`src/rtl/cw305_ecg_reg_bank.sv`:
```
// Byte-wide register bank between the USB register front end and the ECG core:
// sample FIFO feeding the core, run control FSM, and result/status readback.
module cw305_ecg_reg_bank #(
  parameter int           pADDR_WIDTH   = 21,
  parameter int           pBYTECNT_SIZE = 7,
  parameter int           pFIFO_DEPTH   = 64,
  parameter int           pRESULT_WIDTH = 32,
  parameter logic [7:0]   pID           = 8'hEC
) (
  input  logic                                 usb_clk,
  input  logic                                 rst_n,
  input  logic [pADDR_WIDTH-pBYTECNT_SIZE-1:0] reg_address,
  input  logic [pBYTECNT_SIZE-1:0]             reg_bytecnt,
  input  logic [7:0]                           reg_datao,
  output logic [7:0]                           reg_datai,
  input  logic                                 reg_read,
  input  logic                                 reg_write,
  input  logic                                 reg_addrvalid,
  output logic [15:0]                          smp_data,
  output logic                                 smp_valid,
  input  logic                                 smp_ready,
  output logic                                 core_start,
  input  logic                                 core_done,
  input  logic [pRESULT_WIDTH-1:0]             core_result
);

  localparam int AW = pADDR_WIDTH - pBYTECNT_SIZE;
  localparam int PW = $clog2(pFIFO_DEPTH);
  localparam int CW = PW + 1;
  localparam int RB = pRESULT_WIDTH / 8;

  localparam logic [AW-1:0] A_CTRL   = AW'(0);
  localparam logic [AW-1:0] A_STATUS = AW'(1);
  localparam logic [AW-1:0] A_SAMPLE = AW'(2);
  localparam logic [AW-1:0] A_COUNT  = AW'(3);
  localparam logic [AW-1:0] A_RESULT = AW'(4);
  localparam logic [AW-1:0] A_ID     = AW'(5);

  localparam logic [pBYTECNT_SIZE-1:0] B0 = '0;
  localparam logic [pBYTECNT_SIZE-1:0] B1 = pBYTECNT_SIZE'(1);

  typedef enum logic [1:0] {S_IDLE, S_RUN, S_DONE} state_t;

  state_t                     r_state, w_state_nxt;
  logic                       r_wr_q;
  logic [7:0]                 r_low;
  logic [7:0]                 r_datai;
  logic                       r_core_start;
  logic [pRESULT_WIDTH-1:0]   r_result;
  logic [15:0]                r_mem [pFIFO_DEPTH];
  logic [PW-1:0]              r_wptr, r_rptr;
  logic [CW-1:0]              r_count;
  logic                       r_ovf;

  logic w_wr_edge, w_ctrl_wr, w_start, w_flush, w_clr;
  logic w_smp_wr, w_push_lo, w_push, w_do_push, w_pop;
  logic w_full, w_empty, w_busy, w_done, w_start_ok, w_latch;
  logic [15:0] w_cnt_ext;
  logic [7:0]  w_rdata;
  logic        w_unused;

  // Reads are decoded every cycle, so the read strobe carries no extra meaning.
  assign w_unused = reg_read;

  // Only the rising cycle of a write acts; the front end may hold reg_write.
  assign w_wr_edge = reg_write & reg_addrvalid & ~r_wr_q;
  assign w_ctrl_wr = w_wr_edge & (reg_address == A_CTRL) & (reg_bytecnt == B0);
  assign w_start   = w_ctrl_wr & reg_datao[0];
  assign w_flush   = w_ctrl_wr & reg_datao[1];
  assign w_clr     = w_ctrl_wr & reg_datao[2];
  assign w_smp_wr  = w_wr_edge & (reg_address == A_SAMPLE);
  assign w_push_lo = w_smp_wr & (reg_bytecnt == B0);
  assign w_push    = w_smp_wr & (reg_bytecnt == B1);

  assign w_full    = (r_count == CW'(pFIFO_DEPTH));
  assign w_empty   = (r_count == '0);
  assign w_do_push = w_push & ~w_full;
  assign w_busy    = (r_state == S_RUN);
  assign w_done    = (r_state == S_DONE);
  assign smp_valid = w_busy & ~w_empty;
  assign smp_data  = r_mem[r_rptr];
  assign w_pop     = smp_valid & smp_ready;
  assign w_latch   = w_busy & core_done;

  always_ff @(posedge usb_clk) begin
    if (!rst_n) begin
      r_wr_q <= 1'b0;
      r_low  <= 8'h00;
    end else begin
      r_wr_q <= reg_write & reg_addrvalid;
      if (w_push_lo) r_low <= reg_datao;
    end
  end

  always_ff @(posedge usb_clk) begin
    if (w_do_push) r_mem[r_wptr] <= {reg_datao, r_low};
  end

  // A push into a full FIFO is dropped even when a pop frees a slot that cycle.
  always_ff @(posedge usb_clk) begin
    if (!rst_n || w_flush) begin
      r_wptr  <= '0;
      r_rptr  <= '0;
      r_count <= '0;
      r_ovf   <= 1'b0;
    end else begin
      if (w_do_push) r_wptr <= r_wptr + PW'(1);
      if (w_pop)     r_rptr <= r_rptr + PW'(1);
      if (w_push && w_full) r_ovf <= 1'b1;
      case ({w_do_push, w_pop})
        2'b10:   r_count <= r_count + CW'(1);
        2'b01:   r_count <= r_count - CW'(1);
        default: r_count <= r_count;
      endcase
    end
  end

  always_comb begin
    w_state_nxt = r_state;
    w_start_ok  = 1'b0;
    case (r_state)
      S_IDLE: begin
        if (w_start && !w_empty) begin
          w_state_nxt = S_RUN;
          w_start_ok  = 1'b1;
        end
      end
      S_RUN: begin
        if (core_done) w_state_nxt = S_DONE;
      end
      S_DONE: begin
        if (w_start && !w_empty) begin
          w_state_nxt = S_RUN;
          w_start_ok  = 1'b1;
        end else if (w_clr) begin
          w_state_nxt = S_IDLE;
        end
      end
      default: w_state_nxt = S_IDLE;
    endcase
  end

  always_ff @(posedge usb_clk) begin
    if (!rst_n) begin
      r_state      <= S_IDLE;
      r_core_start <= 1'b0;
      r_result     <= '0;
    end else begin
      r_state      <= w_state_nxt;
      r_core_start <= w_start_ok;
      if (w_latch) r_result <= core_result;
    end
  end

  assign core_start = r_core_start;
  assign w_cnt_ext  = 16'(r_count);

  always_comb begin
    w_rdata = 8'h00;
    case (reg_address)
      A_STATUS: if (reg_bytecnt == B0)
                  w_rdata = {3'b000, r_ovf, w_empty, w_full, w_done, w_busy};
      A_COUNT:  if (reg_bytecnt == B0)
                  w_rdata = (w_cnt_ext > 16'd255) ? 8'hFF : w_cnt_ext[7:0];
      A_RESULT: begin
        for (int n = 0; n < RB; n++)
          if (reg_bytecnt == pBYTECNT_SIZE'(n)) w_rdata = r_result[8*n +: 8];
      end
      A_ID:     if (reg_bytecnt == B0) w_rdata = pID;
      default:  w_rdata = 8'h00;
    endcase
  end

  always_ff @(posedge usb_clk) begin
    if (!rst_n) r_datai <= 8'h00;
    else        r_datai <= w_rdata;
  end

  assign reg_datai = r_datai;

endmodule
```
`config.mk`:
```
export PLATFORM = sky130hd
export DESIGN_NAME = cw305_ecg_reg_bank
export DESIGN_NICKNAME = d
export VERILOG_FILES = /design/src/rtl/cw305_ecg_reg_bank.sv
export SDC_FILE = /design/constraint.sdc
export NUM_CORES = 1
export LEC_CHECK = 0
export ABC_CLOCK_PERIOD_IN_PS = 6450
export CAP_MARGIN = 0
export CORE_MARGIN = 3
export CORE_UTILIZATION = 60
export DETAILED_ROUTE_END_ITERATION = 6
export PLACE_DENSITY = 0.77
export SYNTH_ARGS = -nofsm -noshare
export SYNTH_HDL_FRONTEND = slang
export SYNTH_SLANG_ARGS = --single-unit
```
`constraint.sdc`:
```
create_clock -name usb_clk -period 6.45 [get_ports usb_clk]
set_input_delay 1.29 -clock usb_clk [delete_from_list [all_inputs] [get_ports usb_clk]]
set_output_delay 1.29 -clock usb_clk [all_outputs]
set_load 0.01 [all_outputs]
```
Yosys cells after proc, flatten, opt, wreduce, memory -nomap -nowiden
Memories as Yosys holds them, arrays and structs flattened. A register that Yosys moved wholly into a read port is not among the register bits.
Cells that the tools add are included.
{"block": "word_totals", "input_bits": 68, "elab_cells": 82, "reg_bits": 72, "memories": 1, "ram_bits": 1024}
{"block": "classes", "n_reduce_logical": 13, "bitwise_logic": 17, "n_eq_ne": 16, "add_sub_neg": 4, "n_lt_le_gt_ge": 1, "mux": 20}
{"memory": "r_mem", "depth": 64, "word_bits": 16, "read_ports": 1, "rd_ports_with_merged_regs": 1, "wr": 1, "line_no": "50", "text": "logic [15:0] r_mem [pFIFO_DEPTH];"}
{"cell": "2-to-1 mux 8 bit", "n": 7}
{"cell": "case mux 8 bit (4 select lines)", "n": 1}
{"cell": "== test 14 x 2 -> 1 bit, second input constant", "n": 2}
{"cell": "== test 14 x 3 -> 1 bit, second input constant", "n": 2}
{"cell": "bitwise AND 1 bit", "n": 14}
{"cell": "== test 14 x 1 -> 1 bit, second input constant", "n": 1}
{"cell": "== test 7 x 2 -> 1 bit, second input constant", "n": 2}
{"cell": "zero test 14 bit", "n": 1}
{"cell": "zero test 7 bit", "n": 2}
{"cell": "case mux 7 bit (2 select lines)", "n": 1}
{"cell": "adder 6 x 1 -> 6 bit, second input constant", "n": 2}
{"cell": "2-to-1 mux 6 bit", "n": 2}
{"cell": "greater-than comparator 7 x 8 -> 1 bit, second input constant", "n": 1}
{"cell": "2-to-1 mux 2 bit", "n": 4}
{"cell": "adder 7 x 1 -> 7 bit, second input constant", "n": 1}
{"cell": "== test 7 x 1 -> 1 bit, second input constant", "n": 1}
{"cell": "== test 7 bit, second input constant", "n": 1}
{"cell": "subtractor 7 x 1 -> 7 bit, second input constant", "n": 1}
{"cell": "case mux 2 bit (3 select lines)", "n": 1}
{"cell": "2-to-1 mux 5 bit", "n": 1}
{"cell": "== test 2 x 1 -> 1 bit, second input constant", "n": 2}
{"cell": "== test 2 bit, second input constant", "n": 2}
{"cell": "!= test 2 bit, second input constant", "n": 2}
{"cell": "2-to-1 mux 1 bit", "n": 3}
{"cell": "10 further kinds", "n": 14}

Logic depth before layout (Yosys ltp)
Gate-level depths: netlist (run 1).
{"block": "logic_depth", "ltp_word": 8, "ltp_mapped": 14, "ltp_nobuf": 12}

Least setup slack after synthesis (run 1)
OpenSTA, ideal clock, no wires.
{"block": "synth_path", "path_kind": "input to register", "from": "in reg_bytecnt[2]", "to": "reg r_count[6]", "setup_time_ns": 0.121, "n_path_buf": 1, "t_arrival_ns": 4.082, "slack_ns": 2.247, "cell_stages": 13, "cell_sequence": "nor4_4 -> nand4b_4 -> nor3_2 -> inv_1 -> ha_1 -> clkbuf_1 -> xor2_1 -> ha_1 -> a21oi_1 -> a2bb2oi_1 -> nor2_1 -> o22ai_1 -> mux2_2"}
{"block": "synth_between", "elab_chain_len": 5}
{"element": "start: declaration", "line_no": "13", "text": "input logic [pBYTECNT_SIZE-1:0] reg_bytecnt,"}
{"element": "== test 7 x 1 -> 1 bit", "line_no": "73", "text": "assign w_push = w_smp_wr & (reg_bytecnt == B1);"}
{"element": "bitwise AND 1 bit", "line_no": "73"}
{"element": "bitwise AND 1 bit", "line_no": "77", "text": "assign w_do_push = w_push & ~w_full;"}
{"element": "== test 2 x 1 -> 1 bit / == test 2 bit (equally long branches)", "line_no": "110", "text": "case ({w_do_push, w_pop})"}
{"element": "case mux 7 bit (2 select lines) / nonzero test 2 bit (equally long branches)"}
{"element": "end signal: assignment", "line_no": "111", "text": "2'b10: r_count <= r_count + CW'(1);"}
{"element": "end signal: assignment", "line_no": "112", "text": "2'b01: r_count <= r_count - CW'(1);"}
{"element": "end signal: assignment", "line_no": "113", "text": "default: r_count <= r_count;"}
{"element": "end: declaration", "line_no": "52", "text": "logic [CW-1:0] r_count;"}
Parallel ways exist; a longest one is shown, timed or not.
A chain may end at the register's enable or synchronous reset.

==> flow_summary.ini, run 1 <==
[setup_path]
setup.worst_path.start_class = flip-flop
worstPathArrival_ps = 4580
slowest_delay_ps = 780
register_to_register_setup_slack_ps = 2420
cpMaxStageDelayCell = dfxtp_4
r2r-start = r_count[1]$_SDFFE_PP0P_
crit_required_ps = 5160
critical_path.cell_chain = buf_12, mux4_2, mux2i_1, a21oi_1, o21ai_0, o21ai_0, clkdlybuf4s50_1
critical_path.most_common_cell = o21ai_0
r2r-end = r_count[6]$_SDFFE_PP0P_
critical_setup_path_kind = reg2out
element_type_at_the_critical_path_end = output port
rr_worst_depth = 12
crit_fanout = 40

[logic_synthesis]
synth_cell_types = 59
seq_area_frac_synth = 0.7525
postSynthNetCount = 2213
ys_async_sr_fraction = 0
ys_warn_count = 0
syn-mean-instance-area_um2 = 20.06
synth_edf_count = 1024
post_synth_inst_count = 2140
ys_ff_latch = 1102
synth_ff_type = edfxtp_1
post_synth_instance_area_mm2 = 0.04294

[global_routing]
grt_max_degree = 74
gr-total-overflow = 0
grt_antenna_before_repair = 1
wire_length_of_the_first_global_routing_pass_um = 148000
gr-usage-all-layers = 0.2735
number_of_global_route_vias_before_repair = 22459

[route]
sum_of_routed_wire_segments_on_met1_um = 37570
via_count = 22177
route.final.wire_length_um = 100200
drt_first_pass_iters = 5
routed_via_density = 6.630
routed-wl-met2_um = 49630
initialDrtViolationCount = 2662
wl_met3_um = 9331
drc = 0
top_layer = met4
drt_wl_cell_um = 29.97
route.antenna.remaining_nets = 0

[floorplan]
pin_count = 94
die_area_mm2 = 0.07481
die-width_um = 273.5
starting_density = 0.6089
die_y_um = 273.5
rows = 97
core_mm2 = 0.07051

[clocking]
cts_resized = 0
post_cts_buffers = 0
cts_max_path_buffers = 3
path_clk_slew_ps = 60
cts_max_level = 3
cts_tree = yes
insertion_delay_ps = 670
post_cts_hold_buffer_count = 0
cts_root_buffer = clkbuf_16
cts-buffers-inserted = 104
cts.sinks = 1102

[worst_hold_path]
hold_path_startpoint = r_ovf$_SDFFE_PP0P_
whs_endpoint = r_ovf$_SDFFE_PP0P_
hold-path-cell-count = 2
timing.hold.worst.class = reg2reg

[timing]
rsz0062_at_grt = no
least_setup_slack_across_all_paths_after_layout_ps = 580.3
fin_tns_setup_ps = 0
fin_crit_sh = 0.9100
max_clock_freq_ghz = 0.1704
worst_slew_pin_slew_ps = 1273
slew_viol_final = 0
max_slew_headroom = 0.1486
setup_viol = 0
skew_ps = 28.03
timing_hold_violations_final = 0
period_minus_slack_ps = 5870

[power_and_ir_drop]
ir_worst_vdd_v = 0.0002184
powerDensity_mw_per_mm2 = 288.6
static-leakage-power_uw = 0.01369

[job]
max_cap_violations = 0

[layout]
nets = 2391
antennaDiodeCount = 0
mostFrequentLayoutCell = edfxtp_1
post_route_cells_drive_above_1_share = 0.2383
stdcell_area_mm2 = 0.04881
top_library_cells_by_usage_in_the_layout_fill_and_taps_aside = edfxtp_1, mux4_2, nor2_1, clkbuf_16, buf_4
area_delta_synth_final_pct = 13.69
regArea_mm2 = 0.03234
num-fill-cells = 4123
multi_input_comb_area_mm2 = 0.01004

[place]
place.port_buffers = 92
post-dp-hpwl_um = 56160
detailedPlace.worstSlack_ps = 1078
gp_congestion = 0.8480
detailed_place.area_mm2 = 0.04533

[status]
run_status = finished clean
-- cell usage after synthesis, drive strengths merged (12+ instances only) --
cell / number / area (µm²)
clkbuf: 51 / 191.4
o21ai: 68 / 340.3
mux4: 273 / 6148
nand2: 82 / 307.8
or3: 17 / 106.4
nor2: 126 / 473.0
a21oi: 41 / 205.2
o22ai: 21 / 131.4
buf: 71 / 376.6
nor2b: 21 / 131.4
edfxtp: 1024 / 30750
dfxtp: 78 / 1562
a211oi: 13 / 97.59
nor3: 20 / 110.1
a21boi: 33 / 247.7
mux2i: 62 / 620.6
nand3: 12 / 60.06
nand2b: 14 / 87.58
-- where the power goes --
part | internal (µW) | leakage [µW] | switching [µW]
Clock | 3610 | 0.00169 | 2610
Combinational | 46.8 | 0.00309 | 85.3
Sequential | 7740 | 0.00891 | 0.0629
-- layer usage --
| layer | track usage | up-vias |
|---|---|---|
| met5 | 0 | - |
| met4 | 0.1032 | 0 |
| met2 | 0.4426 | 1300 |
| met1 | 0.3798 | 11550 |
| li1 | - | 9124 |
| met3 | 0.04882 | 203 |
-- stage by stage --
step	power [µW]	utilization	hold slack, ps	instances
2_1_floorplan	7919	-	424.8	2140
3_3_place_gp	8020	0.6429	446.3	3152
3_5_place_dp	8025	0.6429	444.7	3152
4_1_cts	14150	0.6923	459.3	3345
5_1_grt	14430	0.6923	486.2	3345
6_report	14090	0.6923	459.0	3345
-- worst max-delay path: cells and delay by family (launching register included) --
| family | cells | cell delay [ps] |
|---|---|---|
| mux | 2 | 850 |
| flops | 1 | 780 |
| buf+inv | 2 | 990 |
| compound gates | 3 | 1240 |
-- cell type report --
cell class | count | area share
Multi-Input combinational cell | 906 | 0.2056
Timing Repair Buffer | 194 | 0.03578
Tap cell | 940 | 0.02409
Clock buffer | 116 | 0.05424
Clock inverter | 77 | 0.01705
Sequential cell | 1102 | 0.6625
Inverter | 10 | 0.0007690
-- kinds of logic after synthesis --
| logic type | after synthesis | share of synthesized area |
|---|---|---|
| mux | 342 | 0.1595 |
| flops | 1102 | 0.7525 |
| compound gates | 214 | 0.03191 |
| simple gates | 333 | 0.03806 |
| buf+inv | 132 | 0.01410 |
| xor+xnor | 12 | 0.002448 |
| fa+ha+maj | 5 | 0.001457 |
-- flip-flops by register name, summed over array words and instances (netlist names), named ones only --
name and flops:
r_result 32, r_count 7, r_ovf 1, reg_datai 8
r_wr_q 1, r_state 2, r_wptr 6, r_mem 1024
core_start 1, r_rptr 6, r_low 8
-- how the worst max path moves through the flow --
stage                                          to  slack (ps)  cells after the start            from
after floorplan           r_count[6]$_SDFFE_PP0P_        2250                     13  reg_bytecnt[2]
after global placement    r_count[6]$_SDFFE_PP0P_        1230                     13  reg_address[1]
after detailed placement  r_count[6]$_SDFFE_PP0P_        1080                     13  reg_address[1]
after CTS                             smp_data[6]         670                      7       flip-flop
after global routing                 smp_data[11]         410                      7       flip-flop
final                                 smp_data[6]         580                      7       flip-flop
No activity file was read; power rests on OpenSTA's default activity.
==> inputs of run 2 (changes only) <==
--- a/config.mk
+++ b/config.mk
@@ -10,6 +10,7 @@
 export CORE_MARGIN = 3
 export CORE_UTILIZATION = 60
 export DETAILED_ROUTE_END_ITERATION = 6
+export MAX_ROUTING_LAYER = met4
 export PLACE_DENSITY = 0.77
 export SYNTH_ARGS = -nofsm -noshare
 export SYNTH_HDL_FRONTEND = slang
==> run 2 against run 1 <==
  * Register-to-register slack better by 40 ps
  * Sequential share of layout area did not move
  * Worst hold slack gained 2.4 ps
  * Final cell count is the same
  * Non-clock buffer count stayed put
  * Count of clock-buffer cells in the layout unchanged
  * Critical path type unchanged
  * Critical endpoint is now smp_data[15]
  * Highest routed layer unchanged
==> flow_summary.ini, run 2 (synthesis results as in run 1) <==
[status]
run_status = finished clean

[layout]
area_delta_synth_final_pct = 13.69
post_route_cells_drive_above_1_share = 0.2383
antennaDiodeCount = 0
nets = 2391
top_library_cells_by_usage_in_the_layout_fill_and_taps_aside = edfxtp_1, mux4_2, nor2_1, clkbuf_16, buf_4
largest_registers = r_mem x1024, r_result x32
largest_register_ffs = 1024
registers.top_by_ff_count = r_mem
mostFrequentLayoutCell = edfxtp_1

[floorplan]
core_mm2 = 0.07051
die_area_mm2 = 0.07481
starting_density = 0.6089
pin_count = 94
die_y_um = 273.5
die-width_um = 273.5
rows = 97

[route]
drt_first_pass_iters = 5
route.antenna.remaining_nets = 0
route.final.wire_length_um = 100100
drc = 0
drt_wl_cell_um = 29.92
routed_via_density = 6.648
via_count = 22236
initialDrtViolationCount = 2826

[setup_path]
critical_setup_path_kind = reg2out
element_type_at_the_critical_path_end = output port
crit_fanout = 40
crit_required_ps = 5160
setup.worst_path.start_class = flip-flop
worstPathArrival_ps = 4570

[global_routing]
gr-usage-all-layers = 0.2823
wire_length_of_the_first_global_routing_pass_um = 148100
gr-total-overflow = 0
grt_max_degree = 74
grt.busiest_layer = met2
gr-usage-met1 = 0.3838
grt.met2_usage = 0.4412
use_met3 = 0.04654
number_of_global_route_vias_before_repair = 22481
grt_antenna_before_repair = 2

[timing]
setup_viol = 0
max_slew_headroom = 0.1446
fin_tns_setup_ps = 0
max_clock_freq_ghz = 0.1707
skew_ps = 27.09
fin_crit_sh = 0.9080
period_minus_slack_ps = 5857
least_setup_slack_across_all_paths_after_layout_ps = 593.1
rsz0062_at_grt = no
worst_slew_pin_slew_ps = 1279
timing_hold_violations_final = 0
slew_viol_final = 0

[power_and_ir_drop]
ir_worst_vdd_v = 0.0002209
powerDensity_mw_per_mm2 = 288.7
comb_power_share = 0.009
p_seq_frac = 0.549
static-leakage-power_uw = 0.01369
clock_power_share = 0.441
power.switching_uw = 2696
power.internal_uw = 11400
switching_share_of_total_power = 0.1913

[clocking]
path_clk_slew_ps = 60
post_cts_hold_buffer_count = 0
cts.sinks = 1102
cts_max_level = 3
post_cts_buffers = 0
cts_root_buffer = clkbuf_16
cts_resized = 0
cts_max_path_buffers = 3
cts_tree = yes
cts-buffers-inserted = 104
insertion_delay_ps = 660

[worst_hold_path]
timing.hold.worst.class = reg2reg

[job]
max_cap_violations = 0

[place]
place.port_buffers = 92
post-dp-hpwl_um = 56160
detailedPlace.worstSlack_ps = 1078
gp_congestion = 0.8613
==> run 2: cell counts in the layout (fill, tap and decap cells not counted) <==
Identical to the previous run, type by type.
==> run 2: through the flow <==
stage	cells	power (µW)	hold slack, ps	cell area, µm²	util
floorplan	2140	7919	424.8	42940	-
global placement	3152	8020	446.3	45330	0.6429
detailed placement	3152	8025	444.7	45330	0.6429
CTS	3345	14150	459.3	48810	0.6923
global route	3345	14430	486.2	48810	0.6923
finish	3345	14090	461.5	48810	0.6923
==> run 2: per-layer routing <==
layer / up-vias / routed length (µm)
met2: 1412 / 49610
met3: 204 / 9856
met5: - / 0
met4: 0 / 3786
met1: 11485 / 36840
li1: 9135 / -
==> run 2: worst max-delay path, stage by stage, from the launching register on <==
cell and delay (ps):
dfxtp_4 790, buf_12 390, mux4_2 550, mux2i_1 290, a21oi_1 110, o21ai_0 620, o21ai_0 490, clkdlybuf4s50_1 600
==> run 2: worst paths after layout <==
| kind | slack, ps | startpoint | cells past startpoint | endpoint |
|---|---|---|---|---|
| setup / recovery | 590 | flip-flop | 7 | smp_data[15] |
| hold / removal | 460 | r_ovf$_SDFFE_PP0P_ | 2 | r_ovf$_SDFFE_PP0P_ |
| setup reg to reg | 2460 | r_count[1]$_SDFFE_PP0P_ | 12 | r_count[6]$_SDFFE_PP0P_ |
| hold reg to reg | 460 | r_ovf$_SDFFE_PP0P_ | 2 | r_ovf$_SDFFE_PP0P_ |
==> run 2: cell type report <==
type                       instances  area [µm²]
timing repair buffer             194        1747
multi-input combinational        906       10040
clock inverter                    77       832.0
inverter                          10       37.54
fill                            4123       21700
sequential                      1102       32340
clock buffer                     116        2648
tap                              940        1176
==> run 2: power by group through the flow <==
stage          Combinational, µW  Clock, µW  Sequential (µW)
2_1_floorplan               21.5          0             7900
3_5_place_dp                 130          0             7900
6_report                     132       6220             7740
4_1_cts                      130       6280             7740
5_1_grt                      140       6550             7740
3_3_place_gp                 125          0             7890
